File: src/rtl/store_aligner.sv
// store_aligner: splits byte/half/word stores into word-aligned write beats.
// Ports: req_* store request, mem_* aligned beat out, misaligned, done pulse.
module store_aligner (
  input  logic        clk,
  input  logic        rst_n,
  input  logic        sb,
  input  logic        sh,
  input  logic        req_valid,
  output logic        req_ready,
  input  logic [31:0] addr_in,
  input  logic [31:0] data_in,
  output logic        mem_valid,
  input  logic        mem_ready,
  output logic [31:0] mem_addr,
  output logic [31:0] mem_wdata,
  output logic [3:0]  mem_wstrb,
  output logic        misaligned,
  output logic        done
);

  typedef enum logic [1:0] {
    IDLE  = 2'd0,
    BEAT0 = 2'd1,
    BEAT1 = 2'd2
  } state_t;

  state_t      state_q;
  state_t      state_d;
  logic        sb_q;
  logic        sh_q;
  logic [31:0] addr_q;
  logic [31:0] data_q;
  logic        done_q;
  logic        last_hs;
  logic        accept;

  logic [3:0]  mask;
  logic [31:0] lane_mask;
  logic [31:0] data_m;
  logic [4:0]  shamt;
  logic [63:0] wide_data;
  logic [7:0]  wide_strb;
  logic        split;
  logic [31:0] base;
  logic [31:0] next;

  assign accept = req_valid && (state_q == IDLE);

  // Both strobes high falls through to a word store.
  always_comb begin
    mask = 4'b1111;
    unique case (1'b1)
      (sb_q && !sh_q): mask = 4'b0001;
      (sh_q && !sb_q): mask = 4'b0011;
      default:         mask = 4'b1111;
    endcase
  end

  // Clear bytes above the store size so unused lanes drive zero.
  assign lane_mask = {{8{mask[3]}}, {8{mask[2]}},
                      {8{mask[1]}}, {8{mask[0]}}};
  assign data_m    = data_q & lane_mask;
  assign shamt     = {addr_q[1:0], 3'b000};
  assign wide_data = {32'h0, data_m} << shamt;
  assign wide_strb = {4'h0, mask} << addr_q[1:0];
  assign split     = |wide_strb[7:4];
  assign base      = {addr_q[31:2], 2'b00};
  assign next      = base + 32'd4;

  always_ff @(posedge clk or negedge rst_n) begin
    if (!rst_n) begin
      state_q <= IDLE;
      done_q  <= 1'b0;
    end else begin
      state_q <= state_d;
      done_q  <= last_hs;
    end
  end

  always_ff @(posedge clk or negedge rst_n) begin
    if (!rst_n) begin
      sb_q   <= 1'b0;
      sh_q   <= 1'b0;
      addr_q <= '0;
      data_q <= '0;
    end else if (accept) begin
      sb_q   <= sb;
      sh_q   <= sh;
      addr_q <= addr_in;
      data_q <= data_in;
    end
  end

  always_comb begin
    state_d = state_q;
    last_hs = 1'b0;
    unique case (state_q)
      IDLE: begin
        if (req_valid) state_d = BEAT0;
      end
      BEAT0: begin
        if (mem_ready) begin
          state_d = split ? BEAT1 : IDLE;
          last_hs = !split;
        end
      end
      BEAT1: begin
        if (mem_ready) begin
          state_d = IDLE;
          last_hs = 1'b1;
        end
      end
      default: state_d = IDLE;
    endcase
  end

  always_comb begin
    req_ready  = 1'b0;
    mem_valid  = 1'b0;
    mem_addr   = '0;
    mem_wdata  = '0;
    mem_wstrb  = '0;
    misaligned = 1'b0;
    unique case (state_q)
      IDLE: begin
        req_ready = 1'b1;
      end
      BEAT0: begin
        mem_valid  = 1'b1;
        mem_addr   = base;
        mem_wdata  = wide_data[31:0];
        mem_wstrb  = wide_strb[3:0];
        misaligned = split;
      end
      BEAT1: begin
        mem_valid  = 1'b1;
        mem_addr   = next;
        mem_wdata  = wide_data[63:32];
        mem_wstrb  = wide_strb[7:4];
        misaligned = split;
      end
      default: req_ready = 1'b0;
    endcase
  end

  assign done = done_q;

endmodule

File: config.mk
export PLATFORM = sky130hd
export DESIGN_NAME = store_aligner
export DESIGN_NICKNAME = d
export VERILOG_FILES = /design/src/rtl/store_aligner.sv
export SDC_FILE = /design/constraint.sdc
export NUM_CORES = 1
export LEC_CHECK = 0
export CORE_ASPECT_RATIO = 0.5
export CORE_MARGIN = 4
export CORE_UTILIZATION = 36
export DETAILED_ROUTE_END_ITERATION = 8
export HOLD_SLACK_MARGIN = 0.15
export MAX_ROUTING_LAYER = met4
export PLACE_DENSITY = 0.76
export SYNTH_ARGS = -nofsm -noshare
export SYNTH_HDL_FRONTEND = slang
export SYNTH_SLANG_ARGS = --single-unit
File: constraint.sdc
create_clock -name clk -period 6.7 [get_ports clk]
set_clock_uncertainty 0.2 [all_clocks]
set_input_delay 0.67 -clock clk [delete_from_list [all_inputs] [get_ports clk]]
set_output_delay 0.67 -clock clk [all_outputs]
set_load 0.01 [all_outputs]
# ---- Word-level counts from Yosys, hierarchy flattened
# Cells that the tools add are included.
dict set report classes {
  n_bitwise 1
  mux 15
  eq_ne 5
  reduce_logical 10
  add_sub_neg 1
  n_div 0
  shifts 2
  n_mul 0
  n_lt_le_gt_ge 0
}
# cell count
set op_table {}
lappend op_table {{32-bit one-hot mux with 2 select lines} 2}
lappend op_table {{32-bit by 5-bit << shifter with 64-bit output} 1}
lappend op_table {{32-bit by 3-bit adder with 32-bit output, second input constant} 1}
lappend op_table {{32-bit bitwise AND} 1}
lappend op_table {{4-bit one-hot mux with 2 select lines} 2}
lappend op_table {{2-bit 2-to-1 mux} 4}
lappend op_table {{4-bit by 2-bit << shifter with 8-bit output} 1}
lappend op_table {{2-bit != test, second input constant} 3}
lappend op_table {{2-bit one-hot mux with 3 select lines} 1}
lappend op_table {{1-bit 2-to-1 mux} 5}
lappend op_table {{4-bit OR reduction} 1}
lappend op_table {{1-bit logical AND} 3}
lappend op_table {{1-bit zero test} 3}
lappend op_table {{3-bit AND reduction} 1}
lappend op_table {{2-bit by 1-bit equality test with 1-bit output, second input constant} 1}
lappend op_table {{2-bit equality test, second input constant} 1}
lappend op_table {{2-bit zero test} 1}
lappend op_table {{1-bit one-hot mux with 2 select lines} 1}
lappend op_table {{2-bit OR reduction} 1}
dict set report word_totals {
  register_bits 69
  romBits 0
  mem_bits_rw 0
  in_bits 70
  latch_bits 0
  wordCells 40
  memories 0
  output_inout_bits 72
}

# ---- Longest topological paths before layout
# Gate-level depths: netlist (run 1).
dict set report logic_depth {
  word_depth 8
  depth_mapped 8
  ltp_nobuf 7
}

# ---- Worst setup path before layout (run 1)
# OpenSTA, ideal clock, no wires.
dict set report synth_path {
  path_kind {reg2out}
  from {register state_q[1]}
  to {output mem_wdata[0]}
  slack_ns 3.907
  n_path_buf 2
  path_stages_with_launch 9
  arrival_ns 1.923
  path_cell_list {dfrtp_1 > inv_1 > ha_1 > clkbuf_1 > inv_1 > nor2_1 > and3_1 > clkbuf_1 > a22o_1}
}
dict set report synth_via {
  elab_chain_len 2
  elab_cells_between_ends 3
  classes_between {eq/ne: 2; mux: 1}
}
# item line_no
set synth_rtl {}
lappend synth_rtl {{start: declaration} 27} ;# state_t state_q;
lappend synth_rtl {{start signal: assignment} 75} ;# state_q <= state_d;
lappend synth_rtl {{2-bit equality test or 2-bit by 1-bit equality test with 1-bit output (tied branches)} 124} ;# unique case (state_q)
lappend synth_rtl {{32-bit one-hot mux with 2 select lines *} 124}
lappend synth_rtl {{end: declaration} 15} ;# output logic [31:0] mem_wdata,
# Mark *: on every way between the ends. The rest lies on a longest branch, timed or not.

# ---- Final worst setup path (run 1)
dict set report layout_path {
  from {register state_q[1]}
  to {output mem_addr[14]}
}
dict set report layout_via {
  elab_chain_len 2
  elab_cells_between_ends 3
  classes_between {eq/ne: 2; mux: 1}
}
# item line_no
set layout_rtl {}
lappend layout_rtl {{2-bit equality test or 2-bit by 1-bit equality test with 1-bit output (tied branches)} 124}
lappend layout_rtl {{32-bit one-hot mux with 2 select lines *} 124}
lappend layout_rtl {{end: declaration} 14} ;# output logic [31:0] mem_addr,
# Marks and branches as above.

==> results of run 1 <==
[synthesized netlist by cell type (all sizes together), types with 11 or more instances]
cell / number
nand4: 11
nand3: 16
nor2: 30
a31oi: 13
nand2: 51
mux2: 84
o21ai: 50
inv: 12
nor2b: 12
dfrtp: 69
a21oi: 26
clkbuf: 28
and2: 16
[state kept, by name, summed over array words and instances, names as in the netlist]
register / flops
addr_q: 32
sh_q: 1
sb_q: 1
state_q: 2
done: 1
data_q: 32
[routing by layer]
metal | vias up | track usage (%) | share of wire (%)
li1 | 2078 | - | -
met1 | 2135 | 24.42 | 46
met2 | 154 | 29.68 | 47
met3 | 18 | 3.793 | 5.4
met4 | 0 | 3.871 | 1.2
met5 | - | - | 0
[stage by stage]
| step | hold WS (ns) | cell area (um^2) | worst slack, ns | util [%] | instances |
|---|---|---|---|---|---|
| floorplan | 0.1744 | 4678 | 3.907 | - | 506 |
| finish | 0.3078 | 6454 | 2.231 | 50.82 | 798 |
| global route | 0.3279 | 6454 | 1.871 | 50.82 | 798 |
| detailed placement | 0.2970 | 6137 | 2.639 | 48.33 | 782 |
| CTS | 0.3097 | 6454 | 2.274 | 50.82 | 798 |
| global placement | 0.2916 | 6137 | 2.721 | 48.33 | 782 |
[cells by family (layout without fill, tap and decap cells)]
logic type	after synthesis	count (layout)	synth area share (%)
flip-flops	69	69	36.94
AND/OR/NAND/NOR	162	162	18.66
adder cells (fa/ha/maj)	5	5	1.338
XOR/XNOR	2	2	0.3748
other	1	2	0.08022
multiplexers	86	86	20.66
AO/OA/AOI/OAI	131	131	17.29
buffers and inverters	49	171	4.657
[worst paths after layout]
path                                        start                      to  slack, ns
max                        state_q[1]$_DFFE_PN0P_            mem_addr[14]       2.23
max reg2reg                state_q[1]$_DFFE_PN0P_   addr_q[4]$_DFFE_PN0P_       4.50
max in group asynchronous                   rst_n  addr_q[16]$_DFFE_PN0P_       5.38
min                              sh_q$_DFFE_PN0P_        sh_q$_DFFE_PN0P_       0.31
min reg2reg                      sh_q$_DFFE_PN0P_        sh_q$_DFFE_PN0P_       0.31
min in group asynchronous                   rst_n  data_q[27]$_DFFE_PN0P_       0.35
[where the power goes]
group	total (mW)	switching (mW)	internal, mW	leakage [nW]
registers	0.883	0.252	0.631	0.813
logic	1.75	0.866	0.881	1.58
clock network	0.508	0.183	0.325	0.145
total	3.14	1.30	1.84	2.54
[area by class of cell]
cell class | instances | area, um^2
repair buffers | 143 | 1416
fillers | 1175 | 6246
multi-input cells | 388 | 2736
clock buffers | 10 | 229.0
well taps | 170 | 212.7
inverters | 12 | 45.04
flip-flops and latches | 69 | 1727
clock inverters | 6 | 87.58
==> implementation parameters, run 1 <==
Parameter                              Value

Status
  Result of the run    completed

Logic synthesis
  Number of flops mapped to enable cells by yosys    0
  Register bit total from synthesis    69
  Netlist Area Pre-Place    4674 um^2
  Number of different library cells in the post-synthesis netlist    54
  Synth warn    0
  Top area cells in the synthesized netlist    sky130_fd_sc_hd__dfrtp_1, sky130_fd_sc_hd__mux2_2, sky130_fd_sc_hd__o21ai_0, sky130_fd_sc_hd__nand2_1, sky130_fd_sc_hd__a21oi_1
  Seq/Total Area, Yosys    36.94%
  Library cell with the largest summed area after synthesis    sky130_fd_sc_hd__dfrtp_1
  Gate count of the mapped netlist    505
  Async set-or-reset flop fraction in the synthesized netlist    100.0%
  Share of Yosys cell area claimed by the top area cell type    36.94%
  Synthesized area divided by synthesized cell count    9.256 um^2
  Most used DFF post-synth    sky130_fd_sc_hd__dfrtp_1

Critical path
  Slowest cell delay on critical path    0.88 ns
  Worst EP required    5.83 ns
  Total number of cells along the worst setup path    6
  Slowest cell on crit path    sky130_fd_sc_hd__and2_1
  Logic depth of the worst register-to-register path    5
  Largest fanout of any net on the critical path    26
  Ordered list of cells on the worst path    inv_1 > ha_1 > and2_1 > nand2_1 > o31ai_1 > clkdlybuf4s50_1
  Critical Path Source Type    register
  Critical path's top delay family    simple AND/OR/NAND/NOR gates
  Critical path capture point type    output port
  Arrival time of data at the critical path endpoint    3.60 ns
  Category of the most critical setup path    register to output port
  Worst Path Buf+Inv    2

Min path
  Number of instances on the worst hold path    1
  HP Class    register to register

Drt
  Violation count after the first detailed-route iteration    412
  DRC Markers    0
  Length of the first detailed-routing pass in iterations    5
  Mean routed wirelength per cell    17.30 um
  Via/cell ratio    5.495
  Antenna viol nets, final    0
  Total length of routed wires    13810 um
  Total via count after detailed routing    4385

Clock tree
  Setup repair bufs after CTS    0
  Total number of clock tree sinks    69
  Number of buffers inserted during clock tree synthesis    9
  H-Tree Level Count    3
  Post-CTS Resized    0
  Clock tree from TritonCTS    yes
  # hold bufs at CTS    0
  Clock slew at the register clock pins of the worst setup and hold paths    0.06 ns
  Max Buffers Root-to-Sink    2
  CTS root buffer    sky130_fd_sc_hd__clkbuf_16
  Clock latency at the later pin of the worst-skew pair    0.32 ns

Pwr
  Post-layout total power    3.138 mW
  Leak    2.537 nW
  Areal power density over the cells    486.2 nW/um^2
  Worst-case vdd ir drop    0.0001778 V

Global route
  Wire length of the first global-routing pass    21670 um
  Congestion Overflow GR    0
  Vias in the first global route    4178
  Number of antenna violations at the first check in global routing    0
  Overall routing resource usage    18.45%
  Maximum number of pins on one net before global-route repair    70

Floorplanning
  Num rows    29
  Die width    169.2 um
  I/O pin count    142
  Die span in y    88.58 um
  Initial cell density of the core    36.81%
  Die outline area    14980 um^2
  Placeable Area    12700 um^2

Finish
  Signed area change from the synthesized netlist to the final layout    38.06%
  Commonest cells after routing, fill and taps aside    sky130_fd_sc_hd__clkdlybuf4s50_1, sky130_fd_sc_hd__mux2_2, sky130_fd_sc_hd__dfrtp_1
  Nets    698
  Leading cell type in the layout, fill and taps excluded    sky130_fd_sc_hd__clkdlybuf4s50_1
  Number of antenna repair diodes    0
  Fraction of layout instances using a drive strength above 1    18.31%

Placed design
  HPWL after detailed placement    9677 um
  Buffers added on ports    139
  GP Congestion    0.8410

STA
  Worst rel slew slack    34.17%
  Tightest Pin Transition    0.9874 ns
  RSZ-0062 raised after global routing    false
  Final-report max-slew violation count    0
  Setup Total Neg Slack    0 ns
  FMAX    223.7 MHz
  Time the final worst path needs with I/O delays and setup    4.469 ns
  Setup violators final    0
  Final Hold Vio Count    0
  Ratio of final minimum period to clock period    66.71%

Flow run
  # Max-Cap Violations    0
No activity file was read; power rests on OpenSTA's default activity.
==> run 2: changes to the inputs <==
--- a/config.mk
+++ b/config.mk
@@ -11,7 +11,7 @@
 export DETAILED_ROUTE_END_ITERATION = 8
 export HOLD_SLACK_MARGIN = 0.15
 export MAX_ROUTING_LAYER = met4
-export PLACE_DENSITY = 0.76
+export PLACE_DENSITY = 0.79
 export SYNTH_ARGS = -nofsm -noshare
 export SYNTH_HDL_FRONTEND = slang
 export SYNTH_SLANG_ARGS = --single-unit
==> constraint.sdc (replaced) <==
create_clock -name clk -period 4 [get_ports clk]
set_clock_uncertainty 0.2 [all_clocks]
set_input_delay 0.4 -clock clk [delete_from_list [all_inputs] [get_ports clk]]
set_output_delay 0.4 -clock clk [all_outputs]
set_load 0.01 [all_outputs]
==> run 2 against run 1 <==
Net effect:
- die area unchanged
- routed wire length increased by 5.2%
- global-route usage increased by 1.8 points
- critical path type unchanged
- core utilization increased by 0.62 points
==> implementation parameters, run 2 (same netlist as run 1, synthesis figures left out) <==
Parameter                              Value

STA
  Worst rel slew slack    33.26% (was 34.17%)
  Hold slack final    0.2972 ns (was 0.3078 ns)
  Setup Total Neg Slack    0 ns (unchanged)
  Ratio of final minimum period to clock period    91.75%
  Setup violators final    0 (unchanged)
  Tightest Pin Transition    1.001 ns (was 0.9874 ns)
  Time the final worst path needs with I/O delays and setup    3.670 ns
  Final-report max-slew violation count    0 (unchanged)
  RSZ-0062 raised after global routing    false (unchanged)
  Final Hold Vio Count    0 (unchanged)
  Smallest setup slack after layout    0.3302 ns (was 2.231 ns)
  FMAX    272.5 MHz

Min path
  HP Class    register to register (unchanged)
  Number of instances on the worst hold path    1 (unchanged)

Placed design
  Instance area after placement    6220 um^2 (was 6137 um^2)
  HPWL after detailed placement    10590 um (was 9677 um)
  GP Congestion    0.8534 (was 0.8410)
  Worst slack after detailed placement    0.7595 ns (was 2.639 ns)
  Buffers added on ports    139 (unchanged)
  Post-placement cell count    793 (was 782)

Pwr
  Worst-case vdd ir drop    0.0003119 V (was 0.0001778 V)
  Areal power density over the cells    816.2 nW/um^2 (was 486.2 nW/um^2)
  Post-layout total power    5.332 mW (was 3.138 mW)
  Leak    2.599 nW (was 2.537 nW)

Finish
  Leading cell type in the layout, fill and taps excluded    sky130_fd_sc_hd__clkdlybuf4s50_1 (unchanged)
  Final non-filler cell total    808 (was 798)
  Fill cell total of the finished layout    1177 (was 1175)
  Final design utilization    51.44% (was 50.82%)
  Commonest cells after routing, fill and taps aside    sky130_fd_sc_hd__clkdlybuf4s50_1, sky130_fd_sc_hd__mux2_2, sky130_fd_sc_hd__dfrtp_1 (unchanged)
  Signed area change from the synthesized netlist to the final layout    39.75% (was 38.06%)
  Post-route design area    6533 um^2 (was 6454 um^2)
  Biggest registers after layout    addr_q x32, data_q x32, state_q x2 (unchanged)
  Fraction of layout instances using a drive strength above 1    19.59% (was 18.31%)
  Number of antenna repair diodes    0 (unchanged)
  Nets    710 (was 698)

Floorplanning
  I/O pin count    142 (unchanged)
  Initial cell density of the core    36.81% (unchanged)
  Num rows    29 (unchanged)
  Die span in y    88.58 um (unchanged)
  Die outline area    14980 um^2 (unchanged)
  Die width    169.2 um (unchanged)
  Placeable Area    12700 um^2 (unchanged)

Drt
  DRC Markers    0 (unchanged)
  Total via count after detailed routing    4493 (was 4385)
  Via/cell ratio    5.561 (was 5.495)
  Antenna viol nets, final    0 (unchanged)
  Length of the first detailed-routing pass in iterations    5 (unchanged)
  Mean routed wirelength per cell    17.98 um (was 17.30 um)
  Violation count after the first detailed-route iteration    375 (was 412)
  Total length of routed wires    14530 um (was 13810 um)

Clock tree
  Max Buffers Root-to-Sink    2 (unchanged)
  Number of buffers inserted during clock tree synthesis    9 (unchanged)
  Setup repair bufs after CTS    0 (unchanged)
  Clock slew at the register clock pins of the worst setup and hold paths    0.06 ns (about the same)
  Total number of clock tree sinks    69 (unchanged)
  Clock tree from TritonCTS    yes (unchanged)
  Clock latency at the later pin of the worst-skew pair    0.33 ns (was 0.32 ns)
  CTS root buffer    sky130_fd_sc_hd__clkbuf_16 (unchanged)
  H-Tree Level Count    3 (unchanged)

Critical path
  Arrival time of data at the critical path endpoint    3.07 ns (was 3.60 ns)
  Critical Path Source Type    register (unchanged)
  Slowest cell on crit path    sky130_fd_sc_hd__clkdlybuf4s50_1 (was sky130_fd_sc_hd__and2_1)
  Largest fanout of any net on the critical path    6 (was 26)
  Worst EP required    3.40 ns (was 5.83 ns)
  Critical path capture point type    output port (unchanged)
  Category of the most critical setup path    register to output port (unchanged)
  Ordered list of cells on the worst path    ha_1 > nand3_2 > or4_1 > nor3b_2 > nand3_1 > o21ai_0 > clkdlybuf4s50_1 (was inv_1 > ha_1 > and2_1 > nand2_1 > o31ai_1 > clkdlybuf4s50_1)
  Slowest cell delay on critical path    0.59 ns (was 0.88 ns)
  Logic depth of the worst register-to-register path    5 (unchanged)

Global route
  Maximum number of pins on one net before global-route repair    43 (was 70)
  Vias in the first global route    4569 (was 4178)
  Congestion Overflow GR    0 (unchanged)
  Wire length of the first global-routing pass    23490 um (was 21670 um)
  Overall routing resource usage    20.28% (was 18.45%)
  Number of antenna violations at the first check in global routing    0 (unchanged)

Flow run
  # Max-Cap Violations    0 (unchanged)

Status
  Result of the run    completed (unchanged)
## run 2: final cells by class
class	instances	area, um^2	share of cell area (%)
multi-input combinational	388	2736	41.89
clock buffer	9	225.2	3.448
timing repair buffer	155	1509	23.10
inverter	12	45.04	0.6895
clock inverter	5	77.57	1.188
sequential	69	1727	26.43
tap	170	212.7	3.256
## run 2: routing by layer
layer	global-route usage (%)	wire length [um]	vias to the layer above
li1	-	-	2092
met1	24.99	6258	2195
met2	34.58	7188	184
met3	4.239	849	22
met4	5.113	234	0
met5	-	0	-
## run 2: path summary, 6_finish.rpt
check | slack, ns | endpoint | startpoint
max | 0.33 | mem_addr[28] | addr_q[2]$_DFFE_PN0P_
min | 0.30 | data_q[10]$_DFFE_PN0P_ | data_q[10]$_DFFE_PN0P_
max reg2reg | 1.69 | addr_q[7]$_DFFE_PN0P_ | state_q[0]$_DFFE_PN0P_
min reg2reg | 0.30 | data_q[10]$_DFFE_PN0P_ | data_q[10]$_DFFE_PN0P_
max in group asynchronous | 2.22 | addr_q[1]$_DFFE_PN0P_ | rst_n
min in group asynchronous | 0.57 | addr_q[15]$_DFFE_PN0P_ | rst_n
## run 2: power by group
part | switching [mW] | total, mW | internal [mW]
Sequential | 0.456 | 1.51 | 1.06
Combinational | 1.45 | 2.98 | 1.53
Clock | 0.299 | 0.836 | 0.536
## run 2: critical path: cells and delay by family, from the launching register on
kind                     cells  cell delay, ns
flip-flops                   1            0.46
AND/OR/NAND/NOR              4            1.18
adder cells (fa/ha/maj)      1            0.23
AO/OA/AOI/OAI                1            0.27
buffers and inverters        1            0.59
## run 2: timing repair
| action | 4_1_cts | 5_1_grt |
|---|---|---|
| hold buffers | 1 | 0 |
| resized for setup | 0 | 0 |
| hold endpoints to repair | 40 | 0 |
